==> src/rtl/serial_divider.sv <==
// rtl/serial_divider.sv - multi-cycle radix-2 restoring divider for RV32M DIV/DIVU/REM/REMU
//
// Ports:
//   clk             clock, all state updates on the rising edge
//   rst             asynchronous active-low reset
//   div_in_rdata1   dividend (rs1)
//   div_in_rdata2   divisor (rs2)
//   div_in_enable   one-cycle start pulse; also aborts and restarts a division in flight
//   div_in_op       00 DIV, 01 DIVU, 10 REM, 11 REMU
//   div_out_ready   one-cycle completion pulse (registered)
//   div_out_result  quotient or remainder, held until the next completion (registered)
//
// Build option: define DIV_EARLY_EXIT_EN to iterate only over the significant
// bits of |dividend|. Results are identical; only latency changes.

module serial_divider #(
  parameter int XLEN = 32
) (
  input  logic            clk,
  input  logic            rst,
  input  logic [XLEN-1:0] div_in_rdata1,
  input  logic [XLEN-1:0] div_in_rdata2,
  input  logic            div_in_enable,
  input  logic [1:0]      div_in_op,
  output logic            div_out_ready,
  output logic [XLEN-1:0] div_out_result
);

  localparam int CW = $clog2(XLEN + 1);
  localparam logic [XLEN-1:0] INT_MIN = {1'b1, {(XLEN-1){1'b0}}};

  typedef enum logic [1:0] {IDLE, BUSY, DONE} state_t;

  state_t state_q, state_d;

  // Datapath registers. dvd_q starts as |a| and, as it shifts left, collects
  // quotient bits at the LSB, so after the last iteration it holds the quotient.
  logic            op_rem_q, op_rem_d;
  logic            neg_q_q, neg_q_d;
  logic            neg_r_q, neg_r_d;
  logic [XLEN-1:0] dvd_q, dvd_d;
  logic [XLEN-1:0] dsr_q, dsr_d;
  logic [XLEN-1:0] rem_q, rem_d;
  logic [CW-1:0]   cnt_q, cnt_d;
  logic            ready_d;
  logic [XLEN-1:0] result_d;

  // Entry decode of the incoming operands
  logic            is_signed;
  logic [XLEN-1:0] abs_a, abs_b;
  logic            b_zero, ovf, fast;
  logic [XLEN-1:0] fast_result;
  logic [XLEN-1:0] dvd_init;
  logic [CW-1:0]   cnt_init;

`ifdef DIV_EARLY_EXIT_EN
  logic [CW-1:0]   a_len;
  logic            a_zero;

  always_comb begin
    a_len = '0;
    for (int i = 0; i < XLEN; i++) begin
      if (abs_a[i]) a_len = CW'(i + 1);
    end
  end
`endif

  always_comb begin
    is_signed = ~div_in_op[0];
    abs_a     = (is_signed && div_in_rdata1[XLEN-1]) ? -div_in_rdata1 : div_in_rdata1;
    abs_b     = (is_signed && div_in_rdata2[XLEN-1]) ? -div_in_rdata2 : div_in_rdata2;
    b_zero    = (div_in_rdata2 == '0);
    ovf       = is_signed && (div_in_rdata1 == INT_MIN) && (div_in_rdata2 == '1);
`ifdef DIV_EARLY_EXIT_EN
    // Align the top set bit of |a| to the MSB so only a_len iterations are needed.
    a_zero      = (abs_a == '0);
    fast        = b_zero || ovf || a_zero;
    dvd_init    = abs_a << (CW'(XLEN) - a_len);
    cnt_init    = a_len;
`else
    fast        = b_zero || ovf;
    dvd_init    = abs_a;
    cnt_init    = CW'(XLEN);
`endif
    // b=0 has priority: quotient all ones, remainder is the raw dividend.
    // Any other fast case (overflow, or zero dividend) yields remainder 0.
    if (b_zero) begin
      fast_result = div_in_op[1] ? div_in_rdata1 : '1;
    end else if (ovf) begin
      fast_result = div_in_op[1] ? '0 : INT_MIN;
    end else begin
      fast_result = '0;
    end
  end

  // One restoring iteration. When rem_sh >= divisor the true difference is
  // below 2^XLEN, so the XLEN-bit modular subtraction is exact.
  logic [XLEN:0]   rem_sh;
  logic            ge;
  logic [XLEN-1:0] rem_sub, rem_nx, quo_nx;
  logic [XLEN-1:0] q_fin, r_fin;
  logic            last;

  always_comb begin
    rem_sh  = {rem_q, dvd_q[XLEN-1]};
    ge      = (rem_sh >= {1'b0, dsr_q});
    rem_sub = rem_sh[XLEN-1:0] - dsr_q;
    rem_nx  = ge ? rem_sub : rem_sh[XLEN-1:0];
    quo_nx  = {dvd_q[XLEN-2:0], ge};
    q_fin   = neg_q_q ? -quo_nx : quo_nx;
    r_fin   = neg_r_q ? -rem_nx : rem_nx;
    last    = (cnt_q == CW'(1));
  end

  // State register
  always_ff @(posedge clk or negedge rst) begin
    if (!rst) state_q <= IDLE;
    else      state_q <= state_d;
  end

  // Next-state logic; a start request wins in every state (abort/restart).
  always_comb begin
    state_d = state_q;
    if (div_in_enable) begin
      state_d = fast ? DONE : BUSY;
    end else begin
      case (state_q)
        IDLE:    state_d = IDLE;
        BUSY:    state_d = last ? DONE : BUSY;
        DONE:    state_d = IDLE;
        default: state_d = IDLE;
      endcase
    end
  end

  // Output/datapath next values
  always_comb begin
    op_rem_d = op_rem_q;
    neg_q_d  = neg_q_q;
    neg_r_d  = neg_r_q;
    dvd_d    = dvd_q;
    dsr_d    = dsr_q;
    rem_d    = rem_q;
    cnt_d    = cnt_q;
    ready_d  = 1'b0;
    result_d = div_out_result;
    if (div_in_enable) begin
      op_rem_d = div_in_op[1];
      neg_q_d  = is_signed && (div_in_rdata1[XLEN-1] ^ div_in_rdata2[XLEN-1]);
      neg_r_d  = is_signed && div_in_rdata1[XLEN-1];
      dvd_d    = dvd_init;
      dsr_d    = abs_b;
      rem_d    = '0;
      cnt_d    = fast ? '0 : cnt_init;
      if (fast) begin
        ready_d  = 1'b1;
        result_d = fast_result;
      end
    end else if (state_q == BUSY) begin
      dvd_d = quo_nx;
      rem_d = rem_nx;
      cnt_d = cnt_q - CW'(1);
      if (last) begin
        ready_d  = 1'b1;
        result_d = op_rem_q ? r_fin : q_fin;
      end
    end
  end

  always_ff @(posedge clk or negedge rst) begin
    if (!rst) begin
      op_rem_q       <= 1'b0;
      neg_q_q        <= 1'b0;
      neg_r_q        <= 1'b0;
      dvd_q          <= '0;
      dsr_q          <= '0;
      rem_q          <= '0;
      cnt_q          <= '0;
      div_out_ready  <= 1'b0;
      div_out_result <= '0;
    end else begin
      op_rem_q       <= op_rem_d;
      neg_q_q        <= neg_q_d;
      neg_r_q        <= neg_r_d;
      dvd_q          <= dvd_d;
      dsr_q          <= dsr_d;
      rem_q          <= rem_d;
      cnt_q          <= cnt_d;
      div_out_ready  <= ready_d;
      div_out_result <= result_d;
    end
  end

endmodule

==> config.mk <==
export PLATFORM = sky130hd
export DESIGN_NAME = serial_divider
export DESIGN_NICKNAME = d
export VERILOG_FILES = /design/src/rtl/serial_divider.sv
export SDC_FILE = /design/constraint.sdc
export NUM_CORES = 1
export LEC_CHECK = 0
export BUFFER_PORTS_ARGS = -buffer_cell sky130_fd_sc_hd__buf_2
export CORE_ASPECT_RATIO = 0.75
export CORE_MARGIN = 2
export CORE_UTILIZATION = 45
export CTS_CLUSTER_SIZE = 16
export DETAILED_ROUTE_END_ITERATION = 7
export GPL_ROUTABILITY_DRIVEN = 1
export GPL_TIMING_DRIVEN = 0
export SLEW_MARGIN = 10
export SYNTH_ARGS = -nofsm -noshare
export SYNTH_HDL_FRONTEND = slang
export SYNTH_SLANG_ARGS = --single-unit
export TNS_END_PERCENT = 50
==> constraint.sdc <==
create_clock -name clk -period 8 [get_ports clk]
set_clock_uncertainty 0.1 [all_clocks]
set_input_delay 1.6 -clock clk [delete_from_list [all_inputs] [get_ports clk]]
set_output_delay 1.6 -clock clk [all_outputs]
set_load 0.01 [all_outputs]
==> Yosys cells after proc, flatten, opt, wreduce, memory -nomap -nowiden <==
Index checks and enable logic that the tools add are counted.
{ "totals": {"ff_bits": 140, "input_bits": 69, "out_inout_bits": 33, "word_cells": 63} }
{ "classes": {"addsub": 6, "order_cmp": 1, "n_eq_ne": 5, "mux": 29, "n_bitwise": 2, "reduce_logical": 10} }
{ "ops": {"columns": ["operator", "count"], "rows": [
  ["2-to-1 mux 32 bit", 18],
  ["negator 32 bit", 4],
  ["== test 32 bit, second input constant", 2],
  [">= comparator 33 x 32 -> 1 bit", 1],
  ["logical NOT 32 bit", 1],
  ["subtractor 32 bit", 1],
  ["2-to-1 mux 6 bit", 3],
  ["2-to-1 mux 2 bit", 4],
  ["== test 6 x 1 -> 1 bit, second input constant", 1],
  ["subtractor 6 x 1 -> 6 bit, second input constant", 1],
  ["logical AND 1 bit", 5],
  ["2-to-1 mux 1 bit", 4],
  ["nonzero test 2 bit", 2],
  ["AND reduction 3 bit", 1],
  ["== test 2 x 1 -> 1 bit, second input constant", 1],
  ["inequality test 2 x 1 -> 1 bit, second input constant", 1],
  ["logical OR 1 bit", 1],
  ["inverter 1 bit", 1],
  ["XOR 1 bit", 1]
]} }

==> Logic depth before layout (Yosys ltp) <==
Gate-level depths: netlist of the first run.
{ "depth": {"depth_word": 8, "ltp_mapped": 22, "ltp_nobuf": 18} }

==> Least setup slack after synthesis of the first run <==
OpenSTA, ideal clock, no wires.
{ "synth_timing": {"kind": "reg-to-reg", "start": "reg rem_q[11]", "end": "reg div_out_result[30]", "setup_time_ps": 65, "arrival_ps": 4953, "t_required_ps": 7835, "slack_ps": 2882, "path_stages_with_launch": 21, "n_path_buf": 3, "synth_period_minus_slack_ps": 5118, "cell_sequence": "dfrtp_1 > ha_1 > buf_2 > a21oi_1 > o21ai_0 > a22oi_1 > a31oi_4 > or2_4 > inv_1 > buf_2 > buf_1 > mux2i_1 > ha_1 > nand3_1 > or3_1 > nor3_1 > o22ai_2 > or4_4 > nor3_2 > mux2i_1 > o22a_1"} }
{ "synth_via": {"elab_chain_cells": 8, "elab_cells_between_ends": 11, "classes_between": "add/sub: 3; order compare: 1; mux: 7"} }
{ "synth_lines": {"columns": ["element", "line_no", "rtl"], "rows": [
  ["start, declared", "43", "logic [XLEN-1:0] rem_q, rem_d;"],
  ["start signal, assigned", "187", "rem_q <= rem_d;"],
  ["subtractor 32 bit or >= comparator 33 x 32 -> 1 bit (tied branches)", "107, 106", null],
  ["2-to-1 mux 32 bit", "108", "rem_nx = ge ? rem_sub : rem_sh[XLEN-1:0];"],
  ["negator 32 bit", "111", "r_fin = neg_r_q ? -rem_nx : rem_nx;"],
  ["2-to-1 mux 32 bit", "111", null],
  ["2-to-1 mux 32 bit (*)", "165", "result_d = op_rem_q ? r_fin : q_fin;"],
  ["2-to-1 mux 32 bit (*)", "163", "if (last) begin"],
  ["2-to-1 mux 32 bit (*)", "159", "end else if (state_q == BUSY) begin"],
  ["2-to-1 mux 32 bit (*)", "147", "if (div_in_enable) begin"],
  ["end signal, assigned", "190", "div_out_result <= result_d;"],
  ["end, declared", "26", "output logic [XLEN-1:0] div_out_result"]
]} }
Every way passes the cells marked *; elsewhere a longest branch is shown, timed or not. The select of a mux whose other input is x is not followed.
A chain may end at the register's enable or synchronous reset.

==> Worst setup path in the final report of the first run <==
{ "layout_timing": {"start": "reg rem_q[10]", "end": "reg div_out_result[30]"} }
Same word-level chain as after synthesis.

==> flow_metrics.tcl, run 1 <==
set metrics [dict create \
    outcome "finished clean" \
    cts-buffers-inserted 17 \
    ant_nets 0 \
    drv_cap 0 \
    ys_top_cells_by_area "sky130_fd_sc_hd__dfrtp_1 (29%), sky130_fd_sc_hd__o21ai_0 (6.2%), sky130_fd_sc_hd__nor2_1 (5.6%)" \
    relSlewSlack 0.2381 \
    critPathRequiredTime_ps 8290 \
    die_h_um 144.4 \
    pin_count_of_the_biggest_net_entering_global_routing 81 \
    grt_pass1_vias 11190 \
    placed_cells_incl_taps 1954 \
    cts.repair.resized 0 \
    cp.arrival_ps 7530 \
    hpwl_um 34390 \
    timing.final.crit_period_ps 7237 \
    p_leak_nw 5.834 \
    area.growth.synth_to_final_pct 13.32 \
    synthesis.area_um2 11830 \
    cp_slowest_cell "sky130_fd_sc_hd__buf_1" \
    hold_path_startpoint "div_out_result[17]$_DFFE_PN0P_" \
    clock-sinks 139 \
    maximum_buffer_depth_of_the_clock_tree 2 \
    crit_path_max_fanout 10 \
    post-route-period-util 0.9046 \
    rows 51 \
    synth_seq_area_share 0.2941 \
    track_usage 0.3203 \
    die_area_um2 27610 \
    fmax_ghz 0.1382 \
    post_synthesis_async_set_or_reset_flop_share 1.000 \
    criticalPathCategory "flip-flop to flip-flop" \
    cts-htree-levels 4 \
    synth_common_cells "sky130_fd_sc_hd__nor2_1 (175), sky130_fd_sc_hd__o21ai_0 (147), sky130_fd_sc_hd__dfrtp_1 (139), sky130_fd_sc_hd__nand2_1 (138), sky130_fd_sc_hd__a21oi_1 (128)" \
    postRouteWirelength_um 43640 \
    grt_pass1_wl_um 66420 \
    drtIter0Drc 1333 \
    fillerInstances 2601 \
    routed_vias_inst 6.163 \
    dominantRegCellSynth "sky130_fd_sc_hd__dfrtp_1" \
    cp_cell_sequence "ha_1 -> clkbuf_1 -> nand4_1 -> nor3_1 -> o211ai_1 -> a31oi_4 -> or2_4 -> buf_6 -> buf_2 -> buf_1 -> nand2_1 -> o21ai_0 -> ha_1 -> nand3_1 -> or3_1 -> nor3_1 -> o22ai_2 -> or4_4 -> nor3_2 -> mux2i_1 -> o22a_1" \
    timing.critical_path.from "rem_q[10]$_DFFE_PN0N_" \
    synthDominantCellAreaShare 0.2941 \
    netlist-cell-type-count 86 \
    die_width_um 191.2 \
    power_density_nw_per_um2 300.4 \
    synthMostInstantiatedCell "sky130_fd_sc_hd__nor2_1" \
    report.final.slew_viol_count 0 \
    post-cts-setup-buffers 0 \
    effective_utilization_at_floorplan 0.4566 \
    final_cell_area_um2 13400 \
    hold_violations 0 \
    finalSetupTns_ps 0 \
    type_of_destination_of_the_critical_path "flip-flop" \
    critical_path.max_stage_delay_ps 680 \
    synthesis.yosys.warnings 0 \
    cts_root_buf "sky130_fd_sc_hd__clkbuf_16" \
    place_congestion 0.9223 \
    final-setup-viol-count 0 \
    syn_inst 1510 \
    hold_class "flip-flop to flip-flop" \
    totalPowerFinal_mw 4.026 \
    drt-wirelength-per-cell_um 21.97 \
    route.detailed.drc 0 \
    ctsHoldBuffers 0 \
    top_cell_type_by_total_area_after_synthesis "sky130_fd_sc_hd__dfrtp_1" \
    final.hold.worst_slack_ps 388.2 \
    number_of_antenna_violations_at_the_first_check_in_global_routing 0 \
    postSynthNetCount 1619 \
    dpl-instance-area_um2 12790 \
    final_layout_size_suffix_gt1_frac 0.1114 \
    pin_slew_with_the_least_headroom_to_its_limit_ps 1141 \
    vias 12240 \
    number_of_search_and_repair_iterations_in_the_first_detailed_routing_pass 5 \
    vdd.ir_drop.worst_v 0.0001768 \
    cts_tree "yes" \
    grt-ovfl-total 0 \
    design.final.nets 1738 \
    setup_repair_after_global_routing_missed_its_margin "false" \
    synth_seq_cells 139 \
    worst_skew_pair.late_latency_ps 450 \
    io_pins 102 \
    finish.cell_count_without_fillers 1986 \
    r2r_start "rem_q[10]$_DFFE_PN0N_" \
    cts_clock_pin_slew_for_the_worst_setup_and_hold_paths_ps 60 \
    antenna_cells 0 \
    syn_avg_cell_area_um2 7.834 \
    place.port_buffers 99 \
    number_of_synthesized_flops_with_an_enable_pin 0 \
    coreArea_um2 25910 \
    start_kind "flip-flop" \
]
[placed cells by master, fill, tap and decap left out, types with 5 or more instances in the layout]
master                      Yosys  routed
sky130_fd_sc_hd__buf_2         13     111
sky130_fd_sc_hd__a21oi_1      128     128
sky130_fd_sc_hd__xor2_1        72      72
sky130_fd_sc_hd__nor4_1        18      18
sky130_fd_sc_hd__o211ai_1       5       5
sky130_fd_sc_hd__and2_1         8       8
sky130_fd_sc_hd__clkbuf_1      50      51
sky130_fd_sc_hd__nand2_1      138     138
sky130_fd_sc_hd__clkbuf_16      0      17
sky130_fd_sc_hd__o21ai_0      147     147
sky130_fd_sc_hd__o41ai_1       10      10
sky130_fd_sc_hd__o21a_1        10      10
sky130_fd_sc_hd__nor2_1       175     175
sky130_fd_sc_hd__dfrtp_1      139     139
sky130_fd_sc_hd__ha_1          39      39
sky130_fd_sc_hd__nand3_1       19      19
sky130_fd_sc_hd__a31oi_1       26      26
sky130_fd_sc_hd__or4_1         14      14
sky130_fd_sc_hd__and3_1         9       9
sky130_fd_sc_hd__or3_1         17      17
sky130_fd_sc_hd__nand4_1       20      20
sky130_fd_sc_hd__mux2i_1       53      53
sky130_fd_sc_hd__clkinv_2       0       5
sky130_fd_sc_hd__o31ai_1       24      24
sky130_fd_sc_hd__nor2b_1       15      15
sky130_fd_sc_hd__a211oi_1      41      41
sky130_fd_sc_hd__buf_1         21      21
sky130_fd_sc_hd__or2_2          7       7
sky130_fd_sc_hd__o22ai_1        7       7
sky130_fd_sc_hd__nand2b_1      17      17
sky130_fd_sc_hd__inv_1         56      56
sky130_fd_sc_hd__a21o_1        10      10
sky130_fd_sc_hd__nand3b_1       7       7
sky130_fd_sc_hd__xnor2_1       73      73
sky130_fd_sc_hd__nor3_1        35      35
[cells by family after synthesis]
kind of cell / share of synthesized area
xor gates and xnor gates: 0.1087
AOI/OAI and AO/OA: 0.2450
muxes: 0.04675
buffers and inverters: 0.05067
adders and majority gates: 0.04295
DFF: 0.2941
and+or+nand+nor: 0.2119
[per-stage QoR]
stage | utilization | worst slack [ps]
floorplan | - | 2882
global placement | 0.4923 | 1084
detailed placement | 0.4938 | 1018
CTS | 0.5170 | 997.4
global route | 0.5174 | 580.0
finish | 0.5174 | 763.4
[area by class of cell]
class                           count  area, um^2  area share
Clock inverter                     12       146.4     0.01092
Tap cell                          344       430.4     0.03211
Multi-Input combinational cell   1224        7760      0.5789
Sequential cell                   139        3478      0.2595
Clock buffer                       20       456.7     0.03407
Timing Repair Buffer              100       533.0     0.03976
Inverter                           58       217.7     0.01624
Buffer                             89       381.6     0.02847
[state kept, by name, summed over array words and instances, names as in the netlist]
signal          count
cnt_q               6
div_out_ready       1
div_out_result     32
dsr_q              32
dvd_q              32
neg_q_q             1
neg_r_q             1
op_rem_q            1
rem_q              32
state_q             1
[worst max-delay path, delay by kind of cell (launching register included)]
| kind | cells | cell delay (ps) |
|---|---|---|
| buf+inv | 4 | 1460 |
| compound gates | 5 | 1650 |
| fa+ha+maj | 2 | 610 |
| mux | 1 | 210 |
| flops | 1 | 450 |
| simple gates | 9 | 2660 |
[power breakdown]
part | internal [mW] | switching, mW | leakage [nW]
registers | 0.889 | 0.192 | 1.71
clock network | 0.504 | 0.339 | 0.292
logic | 0.785 | 1.32 | 3.83
[path summary, 6_finish.rpt]
kind	depth (start not counted)	slack (ps)	to
worst min-delay path	2	390	div_out_result[17]$_DFFE_PN0P_
worst max-delay path	21	760	div_out_result[30]$_DFFE_PN0P_
worst min register to register	2	390	div_out_result[17]$_DFFE_PN0P_
min in group asynchronous	1	1030	dsr_q[28]$_DFFE_PN0P_
max in group asynchronous	2	5980	dvd_q[8]$_DFFE_PN0N_
worst max register to register	21	760	div_out_result[30]$_DFFE_PN0P_
[layer usage]
layer	vias to the layer above	routed length, um	share of wire	track usage
met3	41	4301	0.099	0.07110
met1	5939	21160	0.48	0.4958
met4	0	590	0.014	0.06721
met5	-	0	0	0
li1	5687	-	-	-
met2	572	17590	0.40	0.4475
No activity file was read; power rests on OpenSTA's default activity.
==> inputs of run 2 (changes only) <==
- CORE_UTILIZATION: 45 -> 50
- PLACE_DENSITY: unset -> 0.69
==> flow_metrics.tcl, run 2 (same netlist as run 1, synthesis figures left out) <==
set metrics [dict create \
    hold_violations 0 \
    track_usage 0.3507 \
    hpwl_um 33840 \
    number_of_search_and_repair_iterations_in_the_first_detailed_routing_pass 8 \
    cts-htree-levels 4 \
    start_kind "flip-flop" \
    power_density_nw_per_um2 298.1 \
    pin_slew_with_the_least_headroom_to_its_limit_ps 1082 \
    reg2regPathDepth 21 \
    routed_vias_inst 6.337 \
    cts.repair.resized 0 \
    critPathRequiredTime_ps 8280 \
    die_area_um2 24920 \
    maximum_buffer_depth_of_the_clock_tree 2 \
    r2r_setup_slack_ps 930 \
    final-setup-viol-count 0 \
    vias 12310 \
    route.detailed.drc 0 \
    die_width_um 181.6 \
    cts-buffers-inserted 17 \
    hold_class "flip-flop to flip-flop" \
    pin_count_of_the_biggest_net_entering_global_routing 102 \
    layout.cells.most_common_list "sky130_fd_sc_hd__nor2_1 (175), sky130_fd_sc_hd__o21ai_0 (147), sky130_fd_sc_hd__dfrtp_1 (139)" \
    crit_path_max_fanout 10 \
    relSlewSlack 0.2776 \
    worst_skew_pair.late_latency_ps 440 \
    grt_pass1_wl_um 66340 \
    criticalPathCategory "flip-flop to flip-flop" \
    report.final.slew_viol_count 0 \
    rows 48 \
    hold_path_startpoint "div_out_result[9]$_DFFE_PN0P_" \
    drt-wirelength-per-cell_um 22.11 \
    min_delay_worst_endpoint "div_out_result[9]$_DFFE_PN0P_" \
    grt-ovfl-total 0 \
    effective_utilization_at_floorplan 0.5116 \
    clock-sinks 139 \
    cp.arrival_ps 7340 \
    timing.final.crit_period_ps 7067 \
    coreArea_um2 23120 \
    post-route-period-util 0.8834 \
    fillerInstances 2233 \
    vdd.ir_drop.worst_v 0.0002130 \
    final_common_cell "sky130_fd_sc_hd__nor2_1" \
    grt_pass1_vias 11380 \
    postRouteWirelength_um 42940 \
    post-cts-setup-buffers 0 \
    number_of_antenna_violations_at_the_first_check_in_global_routing 0 \
    antenna_cells 0 \
    final_layout_size_suffix_gt1_frac 0.1090 \
    place_congestion 0.9726 \
    p_leak_nw 5.810 \
    type_of_destination_of_the_critical_path "flip-flop" \
    cts_root_buf "sky130_fd_sc_hd__clkbuf_16" \
    place.port_buffers 99 \
    outcome "finished clean" \
    fmax_ghz 0.1415 \
    drv_cap 0 \
    die_h_um 137.2 \
    finalSetupTns_ps 0 \
    design.final.nets 1738 \
    ctsHoldBuffers 0 \
    r2r_start "rem_q[10]$_DFFE_PN0N_" \
    cts_clock_pin_slew_for_the_worst_setup_and_hold_paths_ps 60 \
    area.growth.synth_to_final_pct 12.41 \
    drtIter0Drc 1460 \
    dp_worst_setup_slack_ps 1190 \
    io_pins 102 \
    ant_nets 0 \
    worstReg2RegEnd "div_out_result[30]$_DFFE_PN0P_" \
    final_critical_path_setup_slack_ps 933.0 \
    worstHoldPathCells 1 \
    setup_repair_after_global_routing_missed_its_margin "false" \
    cts_tree "yes" \
]
run 2: changes by cell type in the layout (fill, tap and decap cells not counted):
cell                         before  now
sky130_fd_sc_hd__clkinv_4         1    0
sky130_fd_sc_hd__clkinv_2         5    4
sky130_fd_sc_hd__bufinv_16        3    1
sky130_fd_sc_hd__clkbuf_1        51   55
sky130_fd_sc_hd__clkinvlp_4       3    2
sky130_fd_sc_hd__clkbuf_8         2    3
run 2: worst max-delay path by stage:
stage / startpoint / end / cells after the start
after floorplan: rem_q[11]$_DFFE_PN0N_ / div_out_result[30]$_DFFE_PN0P_ / 20
after global placement: rem_q[10]$_DFFE_PN0N_ / div_out_result[30]$_DFFE_PN0P_ / 21
after detailed placement: rem_q[10]$_DFFE_PN0N_ / div_out_result[30]$_DFFE_PN0P_ / 21
after CTS: rem_q[10]$_DFFE_PN0N_ / div_out_result[30]$_DFFE_PN0P_ / 21
after global routing: rem_q[11]$_DFFE_PN0N_ / div_out_result[30]$_DFFE_PN0P_ / 21
final: rem_q[10]$_DFFE_PN0N_ / div_out_result[30]$_DFFE_PN0P_ / 21
run 2: critical path: stages (launching register included):
cell and delay [ps]:
sky130_fd_sc_hd__dfrtp_1 470, sky130_fd_sc_hd__ha_1 310, sky130_fd_sc_hd__clkbuf_1 310, sky130_fd_sc_hd__nand4_1 210, sky130_fd_sc_hd__nor3_1 310, sky130_fd_sc_hd__o211ai_1 410, sky130_fd_sc_hd__a31oi_4 570, sky130_fd_sc_hd__or2_4 230
sky130_fd_sc_hd__buf_6 170, sky130_fd_sc_hd__buf_2 330, sky130_fd_sc_hd__buf_1 640, sky130_fd_sc_hd__nand2_1 160, sky130_fd_sc_hd__o21ai_0 200, sky130_fd_sc_hd__ha_1 310, sky130_fd_sc_hd__nand3_1 160, sky130_fd_sc_hd__or3_1 420
sky130_fd_sc_hd__nor3_1 310, sky130_fd_sc_hd__o22ai_2 230, sky130_fd_sc_hd__or4_4 600, sky130_fd_sc_hd__nor3_2 220, sky130_fd_sc_hd__mux2i_1 200, sky130_fd_sc_hd__o22a_1 140
run 2: layout make-up:
class	instances	area, um^2	area share
plain buffers	89	381.6	0.02870
repair buffers	100	533.0	0.04009
well taps	300	375.4	0.02823
inverters	58	217.7	0.01637
clock buffers	25	485.5	0.03651
clock inverters	7	65.06	0.004893
multi-input cells	1224	7760	0.5836
flip-flops and latches	139	3478	0.2616
run 2: layer usage:
metal	vias up	global-route usage	share of wire
met5	-	0	0
met1	5905	0.5377	0.47
met3	63	0.09093	0.11
met4	0	0.08717	0.021
li1	5670	-	-
met2	669	0.4830	0.39
run 2: stage by stage:
stage | area (um^2) | instances | hold slack, ps | util | power [mW]
after floorplan | 11830 | 1510 | 350.5 | - | 2.492
after global placement | 12700 | 1909 | 356.4 | 0.5492 | 3.106
after detailed placement | 12740 | 1910 | 372.6 | 0.5509 | 3.135
after CTS | 13290 | 1942 | 385.8 | 0.5747 | 3.913
after global routing | 13300 | 1942 | 392.2 | 0.5751 | 4.209
final | 13300 | 1942 | 376.3 | 0.5751 | 3.964
run 2: where the power goes:
group / leakage [nW] / switching [mW] / total (mW) / internal, mW
sequential: 1.71 / 0.195 / 1.08 / 0.890
combinational: 3.83 / 1.32 / 2.10 / 0.786
clock: 0.267 / 0.327 / 0.777 / 0.450
==> inputs of run 3 (changes only) <==
- PLACE_DENSITY: 0.69 -> 0.71
- clock period: 8 -> 6 ns (I/O delays scaled with it)
==> flow_metrics.tcl, run 3 (same netlist as run 1, synthesis figures left out) <==
set metrics [dict create \
    clkPwrFrac 0.209 \
    relSlewSlack 0.1708 \
    vdd.ir_drop.worst_v 0.0002615 \
    cp.arrival_ps 6010 \
    setup_repair_after_global_routing_missed_its_margin "false" \
    drv_cap 0 \
    final_cell_area_um2 13440 \
    cts_root_buf "sky130_fd_sc_hd__clkbuf_16" \
    number_of_antenna_violations_at_the_first_check_in_global_routing 0 \
    cts_tree "yes" \
    r2r_setup_slack_ps 270 \
    internal_dissipation_mw 2.958 \
    crit_path_max_fanout 19 \
    finalSetupTns_ps 0 \
    rows 48 \
    io_pins 102 \
    cts_clock_pin_slew_for_the_worst_setup_and_hold_paths_ps 60 \
    cts-htree-levels 4 \
    ant_nets 0 \
    report.final.slew_viol_count 0 \
    totalPowerFinal_mw 5.391 \
    p_leak_nw 5.893 \
    final_common_cell "sky130_fd_sc_hd__nor2_1" \
    number_of_search_and_repair_iterations_in_the_first_detailed_routing_pass 6 \
    grt_pass1_vias 11370 \
    worstReg2RegEnd "div_out_result[30]$_DFFE_PN0P_" \
    postRouteWirelength_um 42310 \
    final_layout_size_suffix_gt1_frac 0.1207 \
    reg2regPathDepth 20 \
    critical_path.max_stage_delay_ps 600 \
    vias 12390 \
    endpoint "div_out_result[30]$_DFFE_PN0P_" \
    worst_path_most_repeated_cell "sky130_fd_sc_hd__nand2_1" \
    placed_cells_incl_taps 1910 \
    timing.final.crit_period_ps 5728 \
    criticalPathCategory "flip-flop to flip-flop" \
    effective_utilization_at_floorplan 0.5116 \
    ctsHoldBuffers 0 \
    final-setup-viol-count 0 \
    post-route-period-util 0.9547 \
    cp_cell_sequence "ha_1 -> buf_2 -> nand2_1 -> o211a_1 -> o21ba_2 -> o311ai_4 -> or2_4 -> buf_6 -> clkbuf_4 -> nand2_1 -> o21ai_0 -> ha_2 -> nand2_1 -> a31oi_1 -> and4bb_1 -> o22ai_2 -> or4_4 -> nor3_2 -> mux2i_1 -> o22a_1" \
    dp_worst_setup_slack_ps -653.3 \
    power.sequential.fraction 0.268 \
    die_width_um 181.6 \
    place.port_buffers 99 \
    sw_frac_of_total 0.4513 \
    type_of_destination_of_the_critical_path "flip-flop" \
    die_area_um2 24920 \
    final_critical_path_setup_slack_ps 271.6 \
    clock-sinks 139 \
    total_switching_power_mw 2.433 \
    combPwrFrac 0.523 \
    final.hold.worst_slack_ps 371.5 \
    maximum_buffer_depth_of_the_clock_tree 2 \
    track_usage 0.3442 \
    timing.critical_path.from "rem_q[18]$_DFFE_PN0N_" \
    cts-buffers-inserted 17 \
    core_occupancy_in_the_finished_layout 0.5811 \
    critPathRequiredTime_ps 6280 \
    pin_count_of_the_biggest_net_entering_global_routing 103 \
    hold_violations 0 \
    layout.cells.most_common_list "sky130_fd_sc_hd__nor2_1 (175), sky130_fd_sc_hd__o21ai_0 (145), sky130_fd_sc_hd__dfrtp_1 (139)" \
    area.growth.synth_to_final_pct 13.58 \
    outcome "finished clean" \
    route.detailed.drc 0 \
    coreArea_um2 23120 \
    start_kind "flip-flop" \
    finish.cell_count_without_fillers 1942 \
    dpl-instance-area_um2 12740 \
    die_h_um 137.2 \
    r2r_start "rem_q[18]$_DFFE_PN0N_" \
    drtIter0Drc 1656 \
    hpwl_um 33070 \
    pin_slew_with_the_least_headroom_to_its_limit_ps 1233 \
    hold_class "flip-flop to flip-flop" \
    cp_slowest_cell "sky130_fd_sc_hd__or4_4" \
    routed_vias_inst 6.378 \
    fmax_ghz 0.1746 \
    grt_pass1_wl_um 65410 \
    design.final.nets 1738 \
    worst_skew_pair.late_latency_ps 450 \
    grt-ovfl-total 0 \
    power_density_nw_per_um2 401.2 \
    place_congestion 1.014 \
    drt-wirelength-per-cell_um 21.79 \
]
[run 3: what timing repair did]
action,4_1_cts,5_1_grt
endpoints found under the setup margin,12,8
gates resized for setup,8,9
setup buffers,3,7
pin swaps,2,7
gates cloned,0,0
endpoints found under the hold margin,0,0
[run 3: worst min path at each step]
| stage | startpoint | endpoint | cells after the start |
|---|---|---|---|
| 3_5_place_dp | div_out_result[9]$_DFFE_PN0P_ | div_out_result[9]$_DFFE_PN0P_ | 1 |
| 3_3_place_gp | div_out_result[6]$_DFFE_PN0P_ | div_out_result[6]$_DFFE_PN0P_ | 1 |
| 2_1_floorplan | cnt_q[5]$_DFFE_PN0N_ | cnt_q[5]$_DFFE_PN0N_ | 2 |
| 6_report | div_out_result[9]$_DFFE_PN0P_ | div_out_result[9]$_DFFE_PN0P_ | 1 |
| 5_1_grt | div_out_result[9]$_DFFE_PN0P_ | div_out_result[9]$_DFFE_PN0P_ | 1 |
| 4_1_cts | div_out_result[9]$_DFFE_PN0P_ | div_out_result[9]$_DFFE_PN0P_ | 1 |
[run 3: layout make-up]
type / count / area [um^2]
clock buffers: 25 / 495.5
diodes: 1 / 2.502
well taps: 300 / 375.4
inverters: 58 / 217.7
clock inverters: 6 / 110.1
repair buffers: 110 / 608.1
multi-input cells: 1224 / 7799
flip-flops and latches: 139 / 3478
plain buffers: 79 / 349.1
fillers: 2181 / 9687
[run 3: critical path, delay by kind of cell (launching register included)]
family	cells	cell delay, ps
buffers and inverters	3	690
multiplexers	1	210
flip-flops	1	450
AND/OR/NAND/NOR	7	1690
adder cells (fa/ha/maj)	2	600
AO/OA/AOI/OAI	7	1910
[run 3: power groups by stage]
stage,Sequential [mW],Combinational (mW),Clock (mW)
after global placement,1.45,2.67,0
after global routing,1.47,3.08,1.18
after CTS,1.44,2.73,1.13
after floorplan,1.42,1.90,0
final,1.45,2.82,1.13
after detailed placement,1.45,2.71,0
[run 3: layer usage]
metal / GRT usage / vias to the layer above / part of all wire / routed length, um
met5: 0 / - / 0 / 0
met4: 0.09485 / 0 / 0.021 / 894
met3: 0.1015 / 64 / 0.12 / 4940
met2: 0.4828 / 664 / 0.40 / 17050
met1: 0.5104 / 5978 / 0.46 / 19420
li1: - / 5680 / - / -
